==> config.mk <==
export PLATFORM = sky130hd
export DESIGN_NAME = cva6_pma_region_unit
export DESIGN_NICKNAME = d
export VERILOG_FILES = /design/src/rtl/cva6_pma_region_unit.sv
export SDC_FILE = /design/constraint.sdc
export NUM_CORES = 2
export LEC_CHECK = 0
export ABC_AREA = 1
export ABC_CLOCK_PERIOD_IN_PS = 8700
export BUFFER_PORTS_ARGS = -buffer_cell sky130_fd_sc_hd__buf_2
export CAP_MARGIN = 20
export CORE_ASPECT_RATIO = 1.2
export CORE_MARGIN = 1
export CORE_UTILIZATION = 65
export DETAILED_ROUTE_END_ITERATION = 8
export GPL_ROUTABILITY_DRIVEN = 0
export PLACE_DENSITY = 0.8
export SKIP_LAST_GASP = 1
export SYNTH_ARGS = -nofsm -noshare
export SYNTH_HDL_FRONTEND = slang
export SYNTH_SLANG_ARGS = --single-unit
==> constraint.sdc <==
create_clock -name clk_i -period 8.7 [get_ports clk_i]
set_input_delay 1.305 -clock clk_i [delete_from_list [all_inputs] [get_ports clk_i]]
set_output_delay 1.305 -clock clk_i [all_outputs]
set_load 0.05 [all_outputs]
==> src/rtl/cva6_pma_region_unit.sv <==
// Runtime-programmable PMA table: NrRules base/length/attr entries, lowest-index match wins.
// Lookup latency 1 cycle through a single output register; config responses return next cycle.
module cva6_pma_region_unit #(
    parameter int unsigned AddrWidth = 64,
    parameter int unsigned NrRules   = 8,
    parameter logic [NrRules*AddrWidth-1:0] RstBase = (NrRules*AddrWidth)'({
        AddrWidth'(0), AddrWidth'(64'h1_0000), AddrWidth'(64'h8000_0000)}),
    parameter logic [NrRules*AddrWidth-1:0] RstLength = (NrRules*AddrWidth)'({
        AddrWidth'(64'h1000), AddrWidth'(64'h1_0000), AddrWidth'(64'h4000_0000)}),
    parameter logic [NrRules*4-1:0] RstAttr = (NrRules*4)'({4'h1, 4'h5, 4'h7})
) (
    input  logic                 clk_i,
    input  logic                 rst_ni,
    input  logic                 cfg_req_i,
    input  logic                 cfg_we_i,
    input  logic [3:0]           cfg_idx_i,
    input  logic [1:0]           cfg_sel_i,
    input  logic [AddrWidth-1:0] cfg_wdata_i,
    output logic                 cfg_rvalid_o,
    output logic [AddrWidth-1:0] cfg_rdata_o,
    output logic                 cfg_err_o,
    input  logic                 lu_valid_i,
    output logic                 lu_ready_o,
    input  logic [AddrWidth-1:0] lu_addr_i,
    output logic                 lu_valid_o,
    input  logic                 lu_ready_i,
    output logic                 lu_hit_o,
    output logic [3:0]           lu_rule_o,
    output logic                 lu_exec_o,
    output logic                 lu_cached_o,
    output logic                 lu_idem_o,
    output logic [31:0]          miss_cnt_o
);

    logic [AddrWidth-1:0] base_q [NrRules];
    logic [AddrWidth-1:0] len_q  [NrRules];
    logic [3:0]           attr_q [NrRules];

    logic [AddrWidth-1:0] sel_base, sel_len;
    logic [3:0]           sel_attr;
    logic                 cfg_ok, cfg_err_d, cfg_wr;
    logic [AddrWidth-1:0] cfg_rdata_d;

    logic                 cfg_rvalid_q, cfg_err_q;
    logic [AddrWidth-1:0] cfg_rdata_q;

    logic                 m_hit;
    logic [3:0]           m_rule;
    logic [2:0]           m_attr;
    logic                 lu_acc;

    logic                 lu_valid_q, lu_valid_d, lu_hit_q;
    logic [3:0]           lu_rule_q;
    logic [2:0]           lu_attr_q;
    logic [31:0]          miss_cnt_q, miss_cnt_d;

    always_comb begin
        sel_base = '0;
        sel_len  = '0;
        sel_attr = '0;
        for (int i = 0; i < int'(NrRules); i++) begin
            if (cfg_idx_i == 4'(i)) begin
                sel_base = base_q[i];
                sel_len  = len_q[i];
                sel_attr = attr_q[i];
            end
        end
    end

    // Locked entries reject writes of any field; reads stay legal.
    always_comb begin
        cfg_ok      = ({1'b0, cfg_idx_i} < 5'(NrRules)) && (cfg_sel_i != 2'd3);
        cfg_err_d   = !cfg_ok || (cfg_we_i && sel_attr[3]);
        cfg_wr      = cfg_req_i && cfg_we_i && !cfg_err_d;
        cfg_rdata_d = '0;
        if (cfg_ok && !cfg_we_i) begin
            case (cfg_sel_i)
                2'd0:    cfg_rdata_d = sel_base;
                2'd1:    cfg_rdata_d = sel_len;
                2'd2:    cfg_rdata_d = AddrWidth'(sel_attr);
                default: cfg_rdata_d = '0;
            endcase
        end
    end

    always_ff @(posedge clk_i or negedge rst_ni) begin
        if (!rst_ni) begin
            for (int i = 0; i < int'(NrRules); i++) begin
                base_q[i] <= RstBase[i*AddrWidth +: AddrWidth];
                len_q[i]  <= RstLength[i*AddrWidth +: AddrWidth];
                attr_q[i] <= {1'b0, RstAttr[i*4 +: 3]};
            end
        end else if (cfg_wr) begin
            for (int i = 0; i < int'(NrRules); i++) begin
                if (cfg_idx_i == 4'(i)) begin
                    case (cfg_sel_i)
                        2'd0:    base_q[i] <= cfg_wdata_i;
                        2'd1:    len_q[i]  <= cfg_wdata_i;
                        2'd2:    attr_q[i] <= cfg_wdata_i[3:0];
                        default: ;
                    endcase
                end
            end
        end
    end

    always_ff @(posedge clk_i or negedge rst_ni) begin
        if (!rst_ni) begin
            cfg_rvalid_q <= 1'b0;
            cfg_err_q    <= 1'b0;
            cfg_rdata_q  <= '0;
        end else begin
            cfg_rvalid_q <= cfg_req_i;
            cfg_err_q    <= cfg_req_i && cfg_err_d;
            cfg_rdata_q  <= cfg_req_i ? cfg_rdata_d : '0;
        end
    end

    // End is taken one bit wider so a region reaching 2^AddrWidth covers the top address.
    always_comb begin
        m_hit  = 1'b0;
        m_rule = '0;
        m_attr = '0;
        for (int i = int'(NrRules) - 1; i >= 0; i--) begin
            if ((len_q[i] != '0) && (lu_addr_i >= base_q[i]) &&
                ({1'b0, lu_addr_i} < ({1'b0, base_q[i]} + {1'b0, len_q[i]}))) begin
                m_hit  = 1'b1;
                m_rule = 4'(i);
                m_attr = attr_q[i][2:0];
            end
        end
    end

    assign lu_ready_o = !lu_valid_q || lu_ready_i;
    assign lu_acc     = lu_valid_i && lu_ready_o;

    always_comb begin
        lu_valid_d = lu_valid_q;
        miss_cnt_d = miss_cnt_q;
        if (lu_acc) begin
            lu_valid_d = 1'b1;
            if (!m_hit && (miss_cnt_q != 32'hFFFF_FFFF)) begin
                miss_cnt_d = miss_cnt_q + 32'd1;
            end
        end else if (lu_ready_i) begin
            lu_valid_d = 1'b0;
        end
    end

    always_ff @(posedge clk_i or negedge rst_ni) begin
        if (!rst_ni) begin
            lu_valid_q <= 1'b0;
            lu_hit_q   <= 1'b0;
            lu_rule_q  <= '0;
            lu_attr_q  <= '0;
            miss_cnt_q <= '0;
        end else begin
            lu_valid_q <= lu_valid_d;
            miss_cnt_q <= miss_cnt_d;
            if (lu_acc) begin
                lu_hit_q  <= m_hit;
                lu_rule_q <= m_rule;
                lu_attr_q <= m_attr;
            end
        end
    end

    assign cfg_rvalid_o = cfg_rvalid_q;
    assign cfg_rdata_o  = cfg_rdata_q;
    assign cfg_err_o    = cfg_err_q;
    assign lu_valid_o   = lu_valid_q;
    assign lu_hit_o     = lu_hit_q;
    assign lu_rule_o    = lu_rule_q;
    assign lu_exec_o    = lu_attr_q[0];
    assign lu_cached_o  = lu_attr_q[1];
    assign lu_idem_o    = lu_attr_q[2];
    assign miss_cnt_o   = miss_cnt_q;

endmodule

==> results of run 1 <==
## cell usage after synthesis, types with 242 or more instances
library cell,count
nor2_1,954
dfrtp_1,1151
ha_1,1529
nand2_1,2930
nand3_1,294
xor2_1,242
o21ai_1,359
o21ai_0,1181
a21oi_1,1330
clkbuf_1,321
inv_1,1686
xnor2_1,266
## cell families after synthesis
group,count (synthesis)
AOI/OAI and AO/OA,4022
adders and majority gates,1537
and+or+nand+nor,4870
other,1
buffers and inverters,2176
xor gates and xnor gates,508
DFF,1162
## metrics by stage
stage,setup WS [ns],instances
2_1_floorplan,3.70,14300
3_3_place_gp,1.34,16300
3_5_place_dp,1.28,16300
4_1_cts,1.22,16500
## metal layers
layer / global-route usage / GRT overflow
met5: 0.297 / 0
met4: 0.663 / 178
met1: 0.723 / 10
met3: 0.547 / 16
met2: 0.861 / 255
==> metrics.md, run 1 <==
| Metric | Value |
|---|---|
| Number of distinct standard cells referenced by the synthesized netlist | `74` |
| Post-Syn Nets | `16000` |
| First-pass GRT wire length | `around 860000 um` |
| Stop Error | `[ERROR GRT-0116] Global routing finished with congestion. Check the congestion regions in the DRC Viewer.` |
| Global-route usage over all layers | `0.704` |
| Cell type with the highest aggregate area in the netlist | `dfrtp_1` |
| Number of clock buffers inserted by TritonCTS | `132` |
| CTS root buffer | `clkbuf_16` |
| Effective utilization at floorplan | `0.654` |
| Number of rows created at floorplan | `161` |
| Global route total overflow | `459` |
| Area contributors post-synth | `dfrtp_1, ha_1, nand2_1, a21oi_1, inv_1` |
| Share of synthesized area occupied by flip-flops and latches | `0.278` |
| Chip Height | `442 um` |
| Number of gates given a new drive strength after cts | `0` |
| Synthesized-area fraction occupied by ao, oa, aoi and oai cells | `0.221` |
| Xor/xnor cell area share of the yosys netlist | `0.0425` |
| Horizontal die dimension | `369 um` |
| Most common flop cell mapped by yosys | `dfrtp_1` |
| Via count of the first global-routing pass | `124000` |
| Register bit count reported by yosys | `between 1000 and 1500` |
| Number of synthesized flops with an enable pin | `0` |
| Hold Buf Count CTS | `0` |
| Clock Path Buffers | `3` |
| Number of post-CTS setup repair buffers | `0` |
| Share of synthesized cell area in and, or, nand and nor gates | `0.195` |
| Number of I/O port buffers | `246` |
| Outcome | `stopped before the end` |
| Combinational family with the most area after synthesis | `compound AO/OA/AOI/OAI gates` |
| Proportion of synthesized area in mux cells | `0` |
| I/O pin cnt | `248` |
| Area share of the largest cell type after synthesis | `0.275` |
| Synth warnings | `0` |
| Dpl hpwl | `394000 um` |
| Async set-reset flop share out of synthesis | `1.00` |
| CTS sink cnt | `1162` |
| DP Area | `0.108 mm2` |
| Maximum number of pins on one net before global-route repair | `170` |
| Deepest level of the CTS H-tree | `4` |
| Mean instance size in the synthesized netlist | `7.34 um2` |
| Cell Area, Synth | `0.105 mm2` |
| Adder and majority cell fraction of the synthesized area | `0.184` |
| Last stage | `global routing (5_1_grt)` |
| Post-synthesis instance total | `14300` |
==> inputs of run 2 (changes only) <==
- CORE_ASPECT_RATIO: 1.2 -> unset
- CORE_UTILIZATION: 65 -> 40
- PLACE_DENSITY: 0.8 -> unset
- PLACE_DENSITY_LB_ADDON: unset -> 0.15
==> metrics.md, run 2 <==
| Metric | Value |
|---|---|
| Chip Height | `514 um` |
| Proportion of power drawn by flip-flops and latches | `0.363` |
| Fin area | `0.115 mm2` |
| Area contributors post-synth | `dfrtp_1, ha_1, nand2_1, a21oi_1, inv_1` |
| First-pass GRT wire length | `about 670000 um` |
| Area share of the largest cell type after synthesis | `0.275` |
| Via count of the first global-routing pass | `around 100k` |
| Cell internal pwr | `between 10 and 15 mW` |
| Area growth syn-to-layout | `9.60%` |
| Leakage Power | `52.9 nW` |
| Deepest level of the CTS H-tree | `4` |
| CTS root buffer | `clkbuf_16` |
| Outcome | `finished with violations` |
| Async set-reset flop share out of synthesis | `1.00` |
| Number of synthesized flops with an enable pin | `0` |
| Fin. Hold Viols | `0` |
| Routed vias | `105000` |
| Critical path capture point type | `flip-flop` |
| Switching Share | `0.351` |
| Highest ir drop seen on vdd | `0.157 mV` |
| DRC violation total after the first TritonRoute iteration | `11500` |
| Number of gates given a new drive strength after cts | `0` |
| Core region area | `0.260 mm2` |
| Final worst path period share | `0.833` |
| Required time reported for the critical path endpoint | `9.43 ns` |
| Via density per instance | `5.87` |
| Max-capacitance violation count | `0` |
| Clock Path Buffers | `3` |
| Most common flop cell mapped by yosys | `dfrtp_1` |
| Setup total negative slack | `0 ns` |
| Count of nets after finishing | `16000` |
| Synth warnings | `0` |
| Initial antenna violation count | `14` |
| Final worst-path setup slack | `1.46 ns` |
| Largest stage delay, worst path | `about 0.66 ns` |
| Number of remaining DRC errors | `0` |
| Cell Pwr Density | `between 100 and 150 mW/mm2` |
| Max Clock Skew | `~0.033 ns` |
| Share of layout cells above drive strength 1 | `0.0587` |
| Crit-path max FO | `48` |
| Maximum number of pins on one net before global-route repair | `150` |
| Number of rows created at floorplan | `187` |
| Worst Path Class, Setup | `flip-flop to flip-flop` |
| Part of the total power dissipated in combinational logic | `0.241` |
| Post-synthesis instance total | `14300` |
| Clock network latency to the later pin of the worst-skew pair | `0.87 ns` |
| Global-route usage over all layers | `0.346` |
| Cell type with the highest aggregate area in the netlist | `dfrtp_1` |
| Final Max Tran Viols | `2` |
| I/O pin cnt | `approximately 250` |
| Clk network pwr share | `0.396` |
| Number of distinct standard cells referenced by the synthesized netlist | `74` |
| Horizontal die dimension | `roughly 510 um` |
| Hold Buf Count CTS | `0` |
| Clock tree from TritonCTS | `yes` |
| Place WS | `approximately 1.2 ns` |
| Clock-pin transition on the worst setup and hold timing paths | `0.06 ns` |
| Mean instance size in the synthesized netlist | `7.34 um2` |
| Sum of routed wire length over all layers | `468000 um` |
| Tmin final | `7.24 ns` |
| Reg area | `0.0291 mm2` |
| Violations in the final reports | `slew limit` |
| Register bit count reported by yosys | `1162` |
| DP Area | `0.110 mm2` |
| Number of clock buffers inserted by TritonCTS | `around 150` |
| Leading cell type in the layout, fill and taps excluded | `nand2_1` |
| Wire length per cell after detailed routing | `26.1 um` |
| Effective utilization at floorplan | `0.403` |
| Most frequent cell after synthesis | `nand2_1` |
| Number of setup violations in the final report | `0` |
| Die Outline Area | `0.264 mm2` |
| Most frequent cells in the layout | `nand2_1, inv_1, ha_1, a21oi_1, o21ai_0` |
| Pre-antenna DRT Iters | `7` |
| Core Util, Final | `0.442` |
| Reported net switching power | `between 5 and 6 mW` |
| Cell repeated most along the worst path | `nand2_1` |
| Max_slew headroom | `-0.0337` |
| Leading post-synthesis cells by instance count | `nand2_1, inv_1, ha_1` |
| Area taken by multi-input logic gates | `0.0676 mm2` |
| Post-Syn Nets | `approximately 16000` |
| Data arrival time of the worst path | `7.97 ns` |
| Global route total overflow | `0` |
| Share of synthesized area occupied by flip-flops and latches | `0.278` |
| Maximum clock frequency | `0.138 GHz` |
| CTS sink cnt | `1162` |
| Crit start category | `flip-flop` |
| Cell Area, Synth | `0.105 mm2` |
| Slew @ Worst Pin | `roughly 1.6 ns` |
| Dpl hpwl | `379000 um` |
| Number of inserted filler cells in the final layout | `~27000` |
| Number of I/O port buffers | `246` |
| Number of post-CTS setup repair buffers | `0` |
| Slowest stage cell on the critical path | `o21ai_0` |
| RSZ-0062 raised after global routing | `false` |
| Post-detailed-route count of antenna-violating nets | `0` |
| Class of the tightest hold or removal check | `primary input to async pin` |
[run 2: path summary, 6_finish.rpt]
kind,to,cells past startpoint,from,slack (ns)
min in group clk_i,attr_q[27]$_DFFE_PN0P_,2,attr_q[27]$_DFFE_PN0P_,0.46
setup reg to reg,miss_cnt_o[14]$_DFFE_PN0P_,28,len_q[131]$_DFFE_PN0P_,1.46
max in group asynchronous,base_q[240]$_DFFE_PN0P_,3,rst_ni,6.32
setup / recovery,miss_cnt_o[14]$_DFFE_PN0P_,28,len_q[131]$_DFFE_PN0P_,1.46
hold / removal,len_q[6]$_DFFE_PN0P_,1,rst_ni,0.39
hold reg to reg,attr_q[27]$_DFFE_PN0P_,2,attr_q[27]$_DFFE_PN0P_,0.46
[run 2: metrics by stage]
step | total power, mW | cells | hold slack [ns]
after floorplan | 8.31 | 14300 | 0.427
after global placement | 9.82 | 17700 | 0.442
after detailed placement | 9.84 | 17700 | 0.446
after CTS | 16.3 | 18000 | 0.444
after global routing | 17.0 | 18000 | 0.457
final | 16.3 | 18000 | 0.391
[run 2: kinds of logic (layout without fill, tap and decap cells)]
| logic type | count (synthesis) | in the layout | synth area share |
|---|---|---|---|
| AND/OR/NAND/NOR | 4870 | 4870 | 0.195 |
| AO/OA/AOI/OAI | 4022 | 4022 | 0.221 |
| buffers and inverters | 2176 | 2361 | 0.0796 |
| adder cells (fa/ha/maj) | 1537 | 1537 | 0.184 |
| flip-flops | 1162 | 1162 | 0.278 |
| XOR/XNOR | 508 | 508 | 0.0425 |
| other | 1 | 10 | 0.0000358 |
[run 2: critical path: cells and delay by family, from the launching register on]
kind                       cells  cell delay [ns]
buffers and inverters          3             0.45
AOI/OAI and AO/OA              7             1.89
xor gates and xnor gates       1             0.16
adders and majority gates      2             0.64
DFF                            1             0.43
and+or+nand+nor               15             3.46
[run 2: cell type report]
class / instances / share of cell area
inverter: 1728 / 0.0565
clock inverter: 63 / 0.00746
sequential: 1162 / 0.253
multi-input combinational: 10900 / 0.589
antenna: 9 / 0.000196
clock buffer: 200 / 0.0356
timing repair buffer: 370 / 0.0202
tap: 3496 / 0.0381
[run 2: per-layer routing]
metal / vias to the layer above / track usage / wire length [um]
met1: 50300 / 0.464 / 197000
met3: 936 / 0.0841 / 48700
met4: 10 / 0.177 / 27000
met5: - / 0.00365 / 186
li1: 49400 / - / -
met2: 4864 / 0.512 / 195000
[run 2: power by group through the flow]
stage	combinational [mW]	clock (mW)	sequential [mW]
floorplan	2.37	0	5.94
global placement	3.83	0	6.00
detailed placement	3.84	0	6.00
CTS	3.86	6.52	5.90
global route	4.34	6.71	5.94
finish	3.94	6.46	5.92
No activity file was read; power rests on OpenSTA's default activity.
